`config.mk`:
```
export PLATFORM = sky130hd
export DESIGN_NAME = seg7_scan_driver
export DESIGN_NICKNAME = d
export VERILOG_FILES = /design/src/rtl/seg7_scan_driver.sv
export SDC_FILE = /design/constraint.sdc
export NUM_CORES = 1
export LEC_CHECK = 0
export ABC_AREA = 1
export BUFFER_PORTS_ARGS = -buffer_cell sky130_fd_sc_hd__buf_4
export CAP_MARGIN = 20
export CORE_MARGIN = 1.5
export CORE_UTILIZATION = 40
export DETAILED_ROUTE_END_ITERATION = 10
export PLACE_DENSITY = 0.55
export SYNTH_ARGS = -nofsm -noshare
export SYNTH_HDL_FRONTEND = slang
export SYNTH_SLANG_ARGS = --single-unit
```
`constraint.sdc`:
```
create_clock -name clk -period 3.25 [get_ports clk]
set_input_delay 0.1625 -clock clk [delete_from_list [all_inputs] [get_ports clk]]
set_output_delay 0.1625 -clock clk [all_outputs]
set_load 0.02 [all_outputs]
```
`src/rtl/seg7_scan_driver.sv`:
```
// seg7_scan_driver
//   Four-digit, time-multiplexed seven-segment driver. An incoming packed BCD
//   word is held in a shadow register and only copied to the displayed word
//   at a scan-frame boundary, so one frame never mixes old and new digits.
//   Also provides leading-zero blanking, per-digit blinking, a dash glyph
//   (code 4'hB) and a frame-tick pulse for upstream pacing.
//
// Ports
//   clk        system clock
//   rst        synchronous reset, active low
//   load       one-cycle strobe, captures bcd_in
//   bcd_in     digit i = bcd_in[4i+3:4i], digit 0 rightmost
//   blank_lz   leading-zero blanking enable
//   blink_en   per-digit blink enable
//   DIGIT      active-low one-hot anode select
//   DISPLAY    active-low segments {a,b,c,d,e,f,g}
//   pending    shadow holds a word not yet committed
//   frame_tick one-cycle pulse when digit 0 starts a new frame
module seg7_scan_driver #(
    parameter int SCAN_W  = 15,
    parameter int BLINK_W = 24
) (
    input  logic        clk,
    input  logic        rst,
    input  logic        load,
    input  logic [15:0] bcd_in,
    input  logic        blank_lz,
    input  logic [3:0]  blink_en,
    output logic [3:0]  DIGIT,
    output logic [6:0]  DISPLAY,
    output logic        pending,
    output logic        frame_tick
);

    logic [SCAN_W-1:0]  cnt;
    logic [1:0]         idx;
    logic [15:0]        shadow;
    logic [15:0]        shown;
    logic [BLINK_W-1:0] bcnt;
    logic               commit_q;

    logic       step;
    logic       commit;
    logic [3:0] code;
    logic       lz3, lz2, lz1;
    logic       blanked;
    logic       blink_off;
    logic [6:0] glyph;
    logic [6:0] seg_nxt;
    logic [3:0] digit_nxt;

    assign step   = &cnt;
    assign commit = step && (idx == 2'd3);

    always_comb begin
        code = shown[3:0];
        case (idx)
            2'd0: code = shown[3:0];
            2'd1: code = shown[7:4];
            2'd2: code = shown[11:8];
            2'd3: code = shown[15:12];
            default: code = shown[3:0];
        endcase
    end

    // Blanking ripples down from the leftmost digit; digit 0 always shows.
    assign lz3 = blank_lz && (shown[15:12] == 4'd0);
    assign lz2 = lz3 && (shown[11:8] == 4'd0);
    assign lz1 = lz2 && (shown[7:4] == 4'd0);

    always_comb begin
        blanked = 1'b0;
        case (idx)
            2'd3: blanked = lz3;
            2'd2: blanked = lz2;
            2'd1: blanked = lz1;
            default: blanked = 1'b0;
        endcase
    end

    assign blink_off = bcnt[BLINK_W-1] && blink_en[idx];

    always_comb begin
        glyph = 7'b1111111;
        case (code)
            4'h0: glyph = 7'b0000001;
            4'h1: glyph = 7'b1001111;
            4'h2: glyph = 7'b0010010;
            4'h3: glyph = 7'b0000110;
            4'h4: glyph = 7'b1001100;
            4'h5: glyph = 7'b0100100;
            4'h6: glyph = 7'b0100000;
            4'h7: glyph = 7'b0001111;
            4'h8: glyph = 7'b0000000;
            4'h9: glyph = 7'b0000100;
            4'hB: glyph = 7'b1111110;
            default: glyph = 7'b1111111;
        endcase
    end

    assign seg_nxt   = (blanked || blink_off) ? 7'b1111111 : glyph;
    assign digit_nxt = ~(4'b0001 << idx);

    always_ff @(posedge clk) begin
        if (!rst) begin
            cnt        <= '0;
            idx        <= 2'd0;
            bcnt       <= '0;
            shadow     <= 16'hBBBB;
            shown      <= 16'hBBBB;
            pending    <= 1'b0;
            commit_q   <= 1'b0;
            frame_tick <= 1'b0;
            DIGIT      <= 4'b1111;
            DISPLAY    <= 7'b1111111;
        end else begin
            cnt  <= cnt + SCAN_W'(1);
            bcnt <= bcnt + BLINK_W'(1);
            if (step)
                idx <= idx + 2'd1;

            if (commit) begin
                // A word arriving on the boundary beats the older shadow.
                if (load) begin
                    shown  <= bcd_in;
                    shadow <= bcd_in;
                end else if (pending) begin
                    shown <= shadow;
                end
                pending <= 1'b0;
            end else if (load) begin
                shadow  <= bcd_in;
                pending <= 1'b1;
            end

            // commit updates idx/shown; the outputs reflect them one edge
            // later, so the tick is delayed twice to line up with DIGIT=1110.
            commit_q   <= commit;
            frame_tick <= commit_q;
            DIGIT      <= digit_nxt;
            DISPLAY    <= seg_nxt;
        end
    end

endmodule

```
# After elaboration in Yosys (flattened, before gate mapping)
# Memory sizes are Yosys's and may differ from the RTL's. A register that Yosys moved wholly into a read port is not among the register bits.
# Index checks and enable logic that the tools add are counted.
[totals]
ff_bits = 80
latchBits = 0
ramBits = 0
romBits = 112
mem_count = 1
[mem_list]
columns = ["name", "depth", "word_bits", "rd", "rd_ports_with_merged_regs", "wr", "line_no", "rtl"]
rows = [
  ["(no name shown)", 16, 7, 1, 1, 0, "85", "case (code)"],
]
[op_classes]
n_addsub = 3
n_mul = 0
div_mod_pow = 0
n_lt_le_gt_ge = 1
eq_ne = 3
n_shift = 1
mux = 6
n_bitwise = 2
n_reduce_logical = 15
[op_table]
columns = ["op", "n"]
rows = [
  ["2-to-1 mux 16 bit", 2],
  ["adder 24 x 1 -> 24 bit, second input constant", 1],
  ["one-hot mux 4 bit (4 select lines)", 1],
  ["adder 15 x 1 -> 15 bit, second input constant", 1],
  ["AND reduction 15 bit", 1],
  ["logical NOT 4 bit", 3],
  ["logical AND 1 bit", 5],
  ["== test 2 bit, second input constant", 2],
  ["NOT 4 bit", 1],
  ["OR reduction 2 bit", 2],
  ["left shift 1 x 2 -> 4 bit, first input constant", 1],
  ["< comparator 2 x 3 -> 1 bit, second input constant", 1],
  ["one-hot mux 1 bit (3 select lines)", 1],
  ["adder 2 x 1 -> 2 bit, second input constant", 1],
  ["binary-select mux 1 bit (select 2 bit)", 1],
  ["== test 2 x 1 -> 1 bit, second input constant", 1],
  ["logical NOT 2 bit", 1],
  ["AND reduction 2 bit", 1],
  ["nonzero test 2 bit", 1],
  ["logical OR 1 bit", 1],
  ["2-to-1 mux 1 bit", 1],
  ["NOT 1 bit", 1],
]

# Depth between registers and ports, before layout
# Gate-level depths: netlist (run 1).
[depth]
ltp_word = 7
ltp_mapped = 14
ltp_nobuf = 14

# Least setup slack after synthesis (run 1)
# Ideal clock, no wire load.
[synth_timing]
path_type = "flip-flop to flip-flop"
start = "reg idx[0]"
end = "reg DISPLAY[3]"
setup_ps = 130
t_arrival_ps = 1836
slack_ps = 1284
path_stages_with_launch = 15
synth_period_minus_slack_ps = 1966
path_cell_list = "dfxtp_1 > ha_1 > buf_2 > nand2_1 > nand2_1 > nor2_1 > nor2_1 > inv_1 > ha_1 > inv_1 > nand3_1 > nand3_1 > nand2_1 > inv_1 > nand2_1"
[synth_between]
elab_chain_cells = 5
[synth_lines]
columns = ["element", "line_no", "rtl"]
rows = [
  ["start: declaration", "36", "logic [1:0] idx;"],
  ["start signal: assignment", "120", "idx <= idx + 2'd1;"],
  ["binary-select mux 1 bit (select 2 bit)", "81", "assign blink_off = bcnt[BLINK_W-1] && blink_en[idx];"],
  ["2-to-1 mux 1 bit (implied by the code)", "81", ""],
  ["logical AND 1 bit", "81", ""],
  ["logical OR 1 bit", "101", "assign seg_nxt = (blanked || blink_off) ? 7'b1111111 : glyph;"],
  ["OR reduction 2 bit (no source line)", "-", ""],
  ["end: declaration", "30", "output logic [6:0] DISPLAY,"],
]
# Parallel ways exist; a longest one is shown, timed or not. The select of a mux whose other input is x is not followed.
# A chain may end at the register's enable or synchronous reset.

# Worst setup path after layout (run 1)
# Same ends and word-level chain as after synthesis.

==> impl_metrics.env, run 1 <==
export IMPL_tns_ns=0
export IMPL_timing_slew_headroom_pct=59.57
export IMPL_ant_nets=0
export IMPL_grt_setup_unrepaired="false"
export IMPL_cp_buffers_inverters=3
export IMPL_hold_path_class="in -> reg"
export IMPL_num_rows=36
export IMPL_p_per_area_nw_per_um2=429.9
export IMPL_grt_overflow=0
export IMPL_async_flop_share_pct=0
export IMPL_nFillCells=1021
export IMPL_r2r_end="DISPLAY[3]$_SDFF_PP1_"
export IMPL_cts_buffers=9
export IMPL_synth_edf_count=0
export IMPL_worstSetupPathType="reg -> reg"
export IMPL_die_h_um=104.7
export IMPL_cts_reportedPaths_clkPinSlew_ns=0.09
export IMPL_via_count=3493
export IMPL_critPathMaxFanout=12
export IMPL_drv_slew=0
export IMPL_holdPathStages=3
export IMPL_endpoint_kind="register"
export IMPL_gp_congestion=0.8429
export IMPL_whs_ns=0.03416
export IMPL_hpwl_um=6111
export IMPL_ios=37
export IMPL_firstDrtPassIters=4
export IMPL_antenna_found_initial=0
export IMPL_ys_seq_area_share_pct=42.09
export IMPL_ir_worst_vdd_mv=0.2020
export IMPL_crit_path_max_incr_delay_ns=0.48
export IMPL_cp_slowest_cell="ha_1"
export IMPL_grt_max_degree=49
export IMPL_syn_area_per_cell_um2=7.221
export IMPL_synthDistinctLibCells=36
export IMPL_cts_sinks=87
export IMPL_worstMarginPinSlew_ns=0.6058
export IMPL_htreeDepth=3
export IMPL_cts_tree="done"
export IMPL_cts_root_buf="clkbuf_8"
export IMPL_finalSetupViolCount=0
export IMPL_p_leak_nw=1.971
export IMPL_grt_pass1_wl_um=14970
export IMPL_path_cells="ha_1 -> nand2_1 -> nand2_1 -> nor2_1 -> nor2_1 -> inv_1 -> ha_1 -> inv_1 -> nand3_1 -> nand3_1 -> nand2_1 -> inv_1 -> nand2_1"
export IMPL_rr_worst_depth=13
export IMPL_cpLargestDelayFamily="adder cells"
export IMPL_wire_per_inst_um=11.22
export IMPL_die_w_um=104.7
export IMPL_synth_area_um2=4138
export IMPL_hold_path_endpoint="shadow[5]$_SDFFE_PN1P_"
export IMPL_first_global_vias=3370
export IMPL_timing_rr_start="idx[0]$_SDFFE_PN0P_"
export IMPL_drive_above_1_share_pct=17.94
export IMPL_synth_top_area_cell="dfxtp_1"
export IMPL_critPathLaunchType="register"
export IMPL_min_from="bcd_in[5]"
export IMPL_fp_dieArea_um2=10960
export IMPL_synth_ff_type="dfxtp_1"
export IMPL_ys_ff_latch=87
export IMPL_core_region_area_um2=9910
export IMPL_arrival_ns=2.56
export IMPL_cts_resized=0
export IMPL_ys_top_cells_by_area="dfxtp_1 (42%), nand2_1 (15%), nor2_1 (5.8%)"
export IMPL_synth_nets=610
export IMPL_ys_top_cells_by_count="nand2_1 (160), dfxtp_1 (87), nor2_1 (64)"
export IMPL_clock_skew_ns=0.01627
export IMPL_max_freq_ghz=0.4277
export IMPL_netlist_instances=573
export IMPL_r2r_slack_ns=0.91
export IMPL_cap_violations=0
export IMPL_synthMostInstantiatedCell="nand2_1"
export IMPL_cp_common_cell="nand2_1"
export IMPL_nets=645
export IMPL_synth_top_area_share_pct=42.09
export IMPL_max_clock_path_buffers=2
export IMPL_numPortBuffers=36
export IMPL_hold_viol=0
export IMPL_clk_latency_ns=0.35
export IMPL_start_util_pct=41.76
export IMPL_drt_iter0_drc=121
export IMPL_grt_usage_pct=16.68
export IMPL_final_util_pct=47.78
export IMPL_ys_warn_count=0
export IMPL_hold_buffers=0
export IMPL_drcViolationCount=0
export IMPL_min_period_over_period_pct=71.94
export IMPL_cp_required_ns=3.47
export IMPL_via_per_inst=4.682
export IMPL_period_minus_slack_ns=2.338
export IMPL_post_cts_setup_buffers=0
export IMPL_routed_wl_um=8373
export IMPL_area_growth_synth_to_final_pct=14.42
export IMPL_outcome="finished clean"
export IMPL_diodes=0
[how the worst max path moves through the flow]
stage | cells after the start | startpoint | to
3_3_place_gp | 13 | idx[0]$_SDFFE_PN0P_ | DISPLAY[3]$_SDFF_PP1_
4_1_cts | 13 | idx[0]$_SDFFE_PN0P_ | DISPLAY[3]$_SDFF_PP1_
3_5_place_dp | 13 | idx[0]$_SDFFE_PN0P_ | DISPLAY[3]$_SDFF_PP1_
6_report | 13 | idx[0]$_SDFFE_PN0P_ | DISPLAY[3]$_SDFF_PP1_
5_1_grt | 13 | idx[0]$_SDFFE_PN0P_ | DISPLAY[3]$_SDFF_PP1_
2_1_floorplan | 14 | idx[0]$_SDFFE_PN0P_ | DISPLAY[3]$_SDFF_PP1_
[through the flow]
step	setup WS, ns	total power [mW]	instances	instance area [µm²]
4_1_cts	0.9115	2.068	745	4720
2_1_floorplan	1.284	1.185	573	4138
3_5_place_dp	0.9504	1.228	729	4501
5_1_grt	0.6634	2.128	746	4735
3_3_place_gp	1.037	1.225	729	4501
6_report	0.9120	2.035	746	4735
[flip-flops by register name (all words and copies together) (netlist names)]
name / flops
idx: 2
cnt: 15
shown: 16
bcnt: 24
frame_tick: 1
shadow: 16
pending: 1
commit_q: 1
DIGIT: 4
DISPLAY: 7
[per-layer routing]
| layer | track usage, % | routed length [µm] |
|---|---|---|
| met5 | 0 | 0 |
| met3 | 3.993 | 237 |
| met1 | 20.88 | 4130 |
| met4 | 5.382 | 103 |
| met2 | 28.20 | 3901 |
[cells in the final DEF (no fill, tap or decap), drive strengths merged]
master and count:
nor3 11, nor3b 1, xor2 2, o21ai 14
clkinv 3, or2 2, nand4 9, a211oi 1
and3 1, dfxtp 87, nand3b 4, a31oi 1
xnor2 5, buf 38, clkbuf 10, ha 13
nor4 1, nand2 183, nand3 55, bufinv 2
o21a 2, nor2 72, inv 60, o21bai 1
a21oi 35
[cell type report]
type                            instances  area [µm²]  share of cell area, %
Clock inverter                          6       91.34                  1.929
Tap cell                              133       166.4                  3.515
Multi-Input combinational cell        413        2092                  44.19
Inverter                               59       222.7                  4.704
Clock buffer                           10       127.6                  2.696
Timing Repair Buffer                   38       292.8                  6.184
Sequential cell                        87        1742                  36.79
[report_power, final]
part           total (mW)  internal, mW  switching, mW
Sequential           1.09          1.09        0.00839
Clock               0.832         0.439          0.392
Combinational       0.109        0.0433         0.0653
[worst reg2reg max path, stage by stage, from the launching register on]
cell     delay, ns
dfxtp_1       0.43
ha_1          0.48
nand2_1       0.12
nand2_1       0.07
nor2_1        0.04
nor2_1        0.23
inv_1         0.15
ha_1          0.32
inv_1         0.06
nand3_1       0.09
nand3_1       0.10
nand2_1       0.05
inv_1         0.05
nand2_1       0.04
[cells by family (layout without fill, tap and decap cells)]
family                   after synthesis  after routing  synth area share (%)
flip-flops                            87             87                 42.09
buffers and inverters                 73            113                 7.348
AO/OA/AOI/OAI                         54             54                 7.076
XOR/XNOR                               7              7                 1.482
adder cells (fa/ha/maj)               13             13                 3.931
AND/OR/NAND/NOR                      339            339                 38.07
No activity file was read; power rests on OpenSTA's default activity.
==> run 2, diff against run 1 <==
- clock period: 3.25 -> 2.3 ns (I/O delays scaled with it)
==> impl_metrics.env, run 2 (synthesis gave the netlist of run 1 again) <==
export IMPL_die_h_um=104.7
export IMPL_wire_per_inst_um=11.16
export IMPL_p_clk_share_pct=40.7
export IMPL_ios=37
export IMPL_timing_rr_start="idx[0]$_SDFFE_PN0P_"
export IMPL_hold_viol=0
export IMPL_final_cell_mix="nand2_1 (160), dfxtp_1 (87), nor2_1 (63), inv_1 (47), nand3_1 (43)"
export IMPL_via_per_inst=4.725
export IMPL_pwr_share_comb_pct=5.8
export IMPL_arrival_ns=2.28
export IMPL_r2r_slack_ns=0.26
export IMPL_via_count=3596
export IMPL_finalSetupViolCount=0
export IMPL_endpoint_kind="register"
export IMPL_min_period_over_period_pct=88.72
export IMPL_drv_slew=0
export IMPL_cp_required_ns=2.54
export IMPL_worstSetupPathType="reg -> reg"
export IMPL_die_w_um=104.7
export IMPL_drive_above_1_share_pct=18.31
export IMPL_busiest_layer="met2"
export IMPL_gp_congestion=0.8549
export IMPL_grt_usage_pct=16.58
export IMPL_htreeDepth=3
export IMPL_cts_reportedPaths_clkPinSlew_ns=0.09
export IMPL_p_per_area_nw_per_um2=593.1
export IMPL_grt_setup_unrepaired="false"
export IMPL_swShare_pct=22.18
export IMPL_clock_skew_ns=0.008699
export IMPL_hpwl_um=6127
export IMPL_hold_path_class="in -> reg"
export IMPL_crit_end="DISPLAY[3]$_SDFF_PP1_"
export IMPL_area_growth_synth_to_final_pct=17.90
export IMPL_antenna_found_initial=0
export IMPL_regMostFlops="bcnt"
export IMPL_cpLargestDelayFamily="adder cells"
export IMPL_cap_violations=0
export IMPL_rr_worst_depth=13
export IMPL_p_leak_nw=2.033
export IMPL_critPathMaxFanout=9
export IMPL_max_freq_ghz=0.4901
export IMPL_start_util_pct=41.76
export IMPL_grt_pass1_wl_um=14900
export IMPL_layout_cells_most_common="nand2_1"
export IMPL_nFillCells=1030
export IMPL_timing_slew_headroom_pct=74.95
export IMPL_min_from="bcd_in[6]"
export IMPL_num_rows=36
export IMPL_holdPathStages=3
export IMPL_period_minus_slack_ns=2.040
export IMPL_routed_wl_um=8495
export IMPL_use_met3_pct=2.870
export IMPL_p_int_mw=2.252
export IMPL_max_clock_path_buffers=2
export IMPL_ant_nets=0
export IMPL_whs_ns=0.04482
export IMPL_cp_common_cell="inv_1"
export IMPL_worstMarginPinSlew_ns=0.3729
export IMPL_ir_worst_vdd_mv=0.3017
export IMPL_crit_path_max_incr_delay_ns=0.43
export IMPL_critPathLaunchType="register"
export IMPL_power_switching_mw=0.6416
export IMPL_grt_util_met2_pct=28.38
export IMPL_path_cells="inv_2 -> ha_1 -> inv_2 -> nor2_1 -> nor2_2 -> inv_1 -> ha_1 -> inv_1 -> nand3_1 -> nand3_1 -> nand2_1 -> inv_1 -> nand2_1"
export IMPL_grt_met1_usage_pct=20.80
export IMPL_cts_sinks=87
export IMPL_cts_root_buf="clkbuf_8"
export IMPL_r2r_end="DISPLAY[3]$_SDFF_PP1_"
export IMPL_seqPwrFrac_pct=53.5
export IMPL_crit_cells=13
export IMPL_outcome="finished clean"
export IMPL_tns_ns=0
export IMPL_startpoint="idx[0]$_SDFFE_PN0P_"
export IMPL_cts_buffers=9
export IMPL_cp_buffers_inverters=5
export IMPL_diodes=0
export IMPL_core_region_area_um2=9910
export IMPL_grt_max_degree=31
export IMPL_drt_iter0_drc=125
export IMPL_nets=660
export IMPL_reg_largest_list="bcnt x24, shadow x16, shown x16"
export IMPL_grt_overflow=0
export IMPL_fp_dieArea_um2=10960
export IMPL_numPortBuffers=36
export IMPL_cts_tree="done"
export IMPL_first_global_vias=3431
export IMPL_clk_latency_ns=0.34
export IMPL_cp_slowest_cell="dfxtp_1"
export IMPL_drcViolationCount=0
export IMPL_firstDrtPassIters=6
export IMPL_largest_reg_flops=24
## run 2: what timing repair did
item / CTS / global route
hold endpoints to repair: 12 / 0
setup endpoints to repair: 0 / 1
hold buffers: 12 / 0
buffers inserted: 0 / 0
resized for setup: 0 / 2
## run 2: metal layers
layer	share of wire, %	vias to the layer above	wire, µm
met5	0	-	0
met1	49	1620	4188
met2	47	45	3972
met4	1.5	0	125
li1	-	1919	-
met3	2.5	12	209
## run 2: layout make-up
| cell class | count | area [µm²] | area share (%) |
|---|---|---|---|
| well taps | 133 | 166.4 | 3.411 |
| flip-flops and latches | 87 | 1742 | 35.70 |
| repair buffers | 53 | 427.9 | 8.771 |
| multi-input cells | 413 | 2097 | 42.99 |
| inverters | 59 | 222.7 | 4.565 |
| clock buffers | 11 | 141.4 | 2.898 |
| clock inverters | 5 | 81.33 | 1.667 |
## run 2: worst min-delay path by stage
| stage | slack (ns) | endpoint |
|---|---|---|
| 6_report | 0.04 | shadow[6]$_SDFFE_PN0P_ |
| 5_1_grt | 0.04 | shadow[6]$_SDFFE_PN0P_ |
| 2_1_floorplan | 0.26 | shadow[15]$_SDFFE_PN1P_ |
| 4_1_cts | 0.03 | shadow[6]$_SDFFE_PN0P_ |
| 3_3_place_gp | 0.35 | shadow[11]$_SDFFE_PN1P_ |
| 3_5_place_dp | 0.35 | shadow[5]$_SDFFE_PN1P_ |
## run 2: per-stage QoR
stage | util (%) | power (mW) | cells | setup slack [ns] | instance area (µm²)
finish | 49.23 | 2.893 | 761 | 0.2595 | 4878
floorplan | - | 1.675 | 573 | 0.3340 | 4138
global placement | 45.72 | 1.734 | 733 | 0.2855 | 4531
detailed placement | 45.72 | 1.737 | 733 | 0.1643 | 4531
CTS | 49.18 | 2.944 | 761 | 0.1405 | 4873
global route | 49.23 | 3.024 | 761 | 0.05379 | 4878
## run 2: power by group through the flow
stage / Combinational, mW / Sequential [mW] / Clock (mW)
5_1_grt: 0.191 / 1.55 / 1.28
3_3_place_gp: 0.152 / 1.58 / 0
4_1_cts: 0.171 / 1.55 / 1.23
3_5_place_dp: 0.154 / 1.58 / 0
6_report: 0.168 / 1.55 / 1.18
2_1_floorplan: 0.0908 / 1.58 / 0
## run 2: worst min-delay path, cell delays in order
cell     delay (ns)
buf_4          0.11
nand2_1        0.07
a21oi_1        0.06
==> run 3, diff against run 2 <==
- CORE_ASPECT_RATIO: unset -> 1.25
==> impl_metrics.env, run 3 (synthesis gave the netlist of run 1 again) <==
export IMPL_drv_slew=0
export IMPL_min_period_over_period_pct=86.47
export IMPL_pre_cts_slack_ns=0.3180
export IMPL_grt_overflow=0
export IMPL_tns_ns=0
export IMPL_worstSetupPathType="reg -> reg"
export IMPL_core_region_area_um2=10110
export IMPL_area_growth_synth_to_final_pct=16.81
export IMPL_grt_util_met2_pct=29.76
export IMPL_seqPwrFrac_pct=50.5
export IMPL_grt_setup_unrepaired="false"
export IMPL_cp_slowest_cell="dfxtp_1"
export IMPL_hpwl_um=6403
export IMPL_critPathLaunchType="register"
export IMPL_crit_cells=14
export IMPL_routed_wl_um=8635
export IMPL_first_global_vias=3282
export IMPL_cts_buffers=9
export IMPL_crit_path_max_incr_delay_ns=0.34
export IMPL_use_met3_pct=3.581
export IMPL_finalSetupViolCount=0
export IMPL_power_switching_mw=0.6780
export IMPL_diodes=0
export IMPL_timing_rr_start="idx[1]$_SDFFE_PN0P_"
export IMPL_wire_per_inst_um=11.56
export IMPL_cts_tree="done"
export IMPL_grt_met1_usage_pct=19.64
export IMPL_ios=37
export IMPL_pwr_share_comb_pct=5.1
export IMPL_p_per_area_nw_per_um2=634.6
export IMPL_cap_violations=0
export IMPL_r2r_end="DISPLAY[3]$_SDFF_PP1_"
export IMPL_worstMarginPinSlew_ns=0.6055
export IMPL_p_int_mw=2.389
export IMPL_dp_cells=730
export IMPL_final_cell_mix="nand2_1 (160), dfxtp_1 (87), nor2_1 (64), inv_1 (47), nand3_1 (43)"
export IMPL_reg_largest_list="bcnt x24, shadow x16, shown x16"
export IMPL_whs_ns=0.008074
export IMPL_swShare_pct=22.10
export IMPL_hold_path_class="in -> reg"
export IMPL_period_minus_slack_ns=1.989
export IMPL_cts_reportedPaths_clkPinSlew_ns=0.06
export IMPL_critPathMaxFanout=6
export IMPL_cts_root_buf="clkbuf_16"
export IMPL_startpoint="idx[1]$_SDFFE_PN0P_"
export IMPL_timing_slew_headroom_pct=59.59
export IMPL_final_util_pct=47.83
export IMPL_clock_skew_ns=0.005903
export IMPL_antenna_found_initial=0
export IMPL_firstDrtPassIters=4
export IMPL_ir_worst_vdd_mv=0.3494
export IMPL_p_leak_nw=2.022
export IMPL_cp_buffers_inverters=4
export IMPL_stdcell_count=747
export IMPL_fp_dieArea_um2=10970
export IMPL_htreeDepth=3
export IMPL_drcViolationCount=0
export IMPL_drt_iter0_drc=130
export IMPL_cpLargestDelayFamily="simple AND/OR/NAND/NOR gates"
export IMPL_rr_worst_depth=14
export IMPL_arrival_ns=2.23
export IMPL_place_area_um2=4546
export IMPL_die_w_um=93.97
export IMPL_busiest_layer="met2"
export IMPL_grt_pass1_wl_um=14350
export IMPL_final_area_um2=4833
export IMPL_nets=650
export IMPL_nFillCells=988
export IMPL_layout_cells_most_common="nand2_1"
export IMPL_finalPower_mw=3.067
export IMPL_cp_required_ns=2.54
export IMPL_cts_sinks=87
export IMPL_max_clock_path_buffers=2
export IMPL_gp_congestion=0.8385
export IMPL_setup_ws_ns=0.3111
export IMPL_grt_max_degree=30
export IMPL_grt_usage_pct=16.98
export IMPL_die_h_um=116.7
export IMPL_endpoint_kind="register"
export IMPL_max_freq_ghz=0.5028
export IMPL_cts_resized=0
export IMPL_crit_end="DISPLAY[3]$_SDFF_PP1_"
export IMPL_via_count=3554
export IMPL_p_clk_share_pct=44.4
export IMPL_via_per_inst=4.758
export IMPL_numPortBuffers=36
export IMPL_largest_reg_flops=24
export IMPL_clk_latency_ns=0.34
export IMPL_outcome="finished clean"
export IMPL_r2r_slack_ns=0.31
export IMPL_path_cells="inv_1 -> ha_1 -> nand2_1 -> nand2_1 -> nor2_1 -> nor2_1 -> inv_1 -> ha_1 -> inv_1 -> nand3_1 -> nand3_1 -> nand2_1 -> inv_1 -> nand2_1"
export IMPL_num_rows=41
export IMPL_drive_above_1_share_pct=18.28
export IMPL_start_util_pct=40.94
export IMPL_regMostFlops="bcnt"
export IMPL_ant_nets=0
export IMPL_hold_viol=0
## run 3: cell count changes in the layout (fill, tap and decap cells not counted), sizes merged
cell	before	now
dlygate4sd3	12	1
bufinv	2	0
clkbuf	11	13
buf	41	42
## run 3: layout make-up
| cell class | count | area (µm²) | share of cell area [%] |
|---|---|---|---|
| clock inverters | 3 | 17.52 | 0.3624 |
| inverters | 59 | 222.7 | 4.608 |
| multi-input cells | 413 | 2092 | 43.28 |
| repair buffers | 43 | 337.8 | 6.989 |
| flip-flops and latches | 87 | 1742 | 36.03 |
| well taps | 129 | 161.4 | 3.339 |
| clock buffers | 13 | 260.3 | 5.384 |
## run 3: how the worst min path moves through the flow
stage / startpoint / endpoint / slack, ns / depth (start not counted)
finish: bcd_in[7] / shadow[7]$_SDFFE_PN1P_ / 0.008 / 3
global route: bcd_in[8] / shadow[8]$_SDFFE_PN1P_ / 0.003 / 3
CTS: bcd_in[7] / shadow[7]$_SDFFE_PN1P_ / 0.002 / 3
detailed placement: bcd_in[7] / shadow[7]$_SDFFE_PN1P_ / 0.36 / 3
global placement: bcd_in[11] / shadow[11]$_SDFFE_PN1P_ / 0.35 / 3
floorplan: bcd_in[15] / shadow[15]$_SDFFE_PN1P_ / 0.26 / 2
## run 3: metal layers
metal | up-vias | routed length, µm
li1 | 1906 | -
met1 | 1591 | 3890
met2 | 42 | 4327
met3 | 15 | 222
met4 | 0 | 195
met5 | - | 0
## run 3: power by group through the flow
stage	sequential [mW]	combinational, mW	clock (mW)
after floorplan	1.58	0.0908	0
after global placement	1.58	0.155	0
after detailed placement	1.58	0.158	0
after CTS	1.55	0.159	1.41
after global routing	1.55	0.174	1.50
final	1.55	0.156	1.36
## run 3: what timing repair did
action / 4_1_cts / 5_1_grt
hold endpoints to repair: 0 / 1
setup buffers: 0 / 0
endpoints found under the setup margin: 0 / 0
hold buffers: 0 / 1
## run 3: worst min-delay path, stage by stage
cell and delay, ns:
buf_4 0.08, nand2_1 0.05, nand3_1 0.07
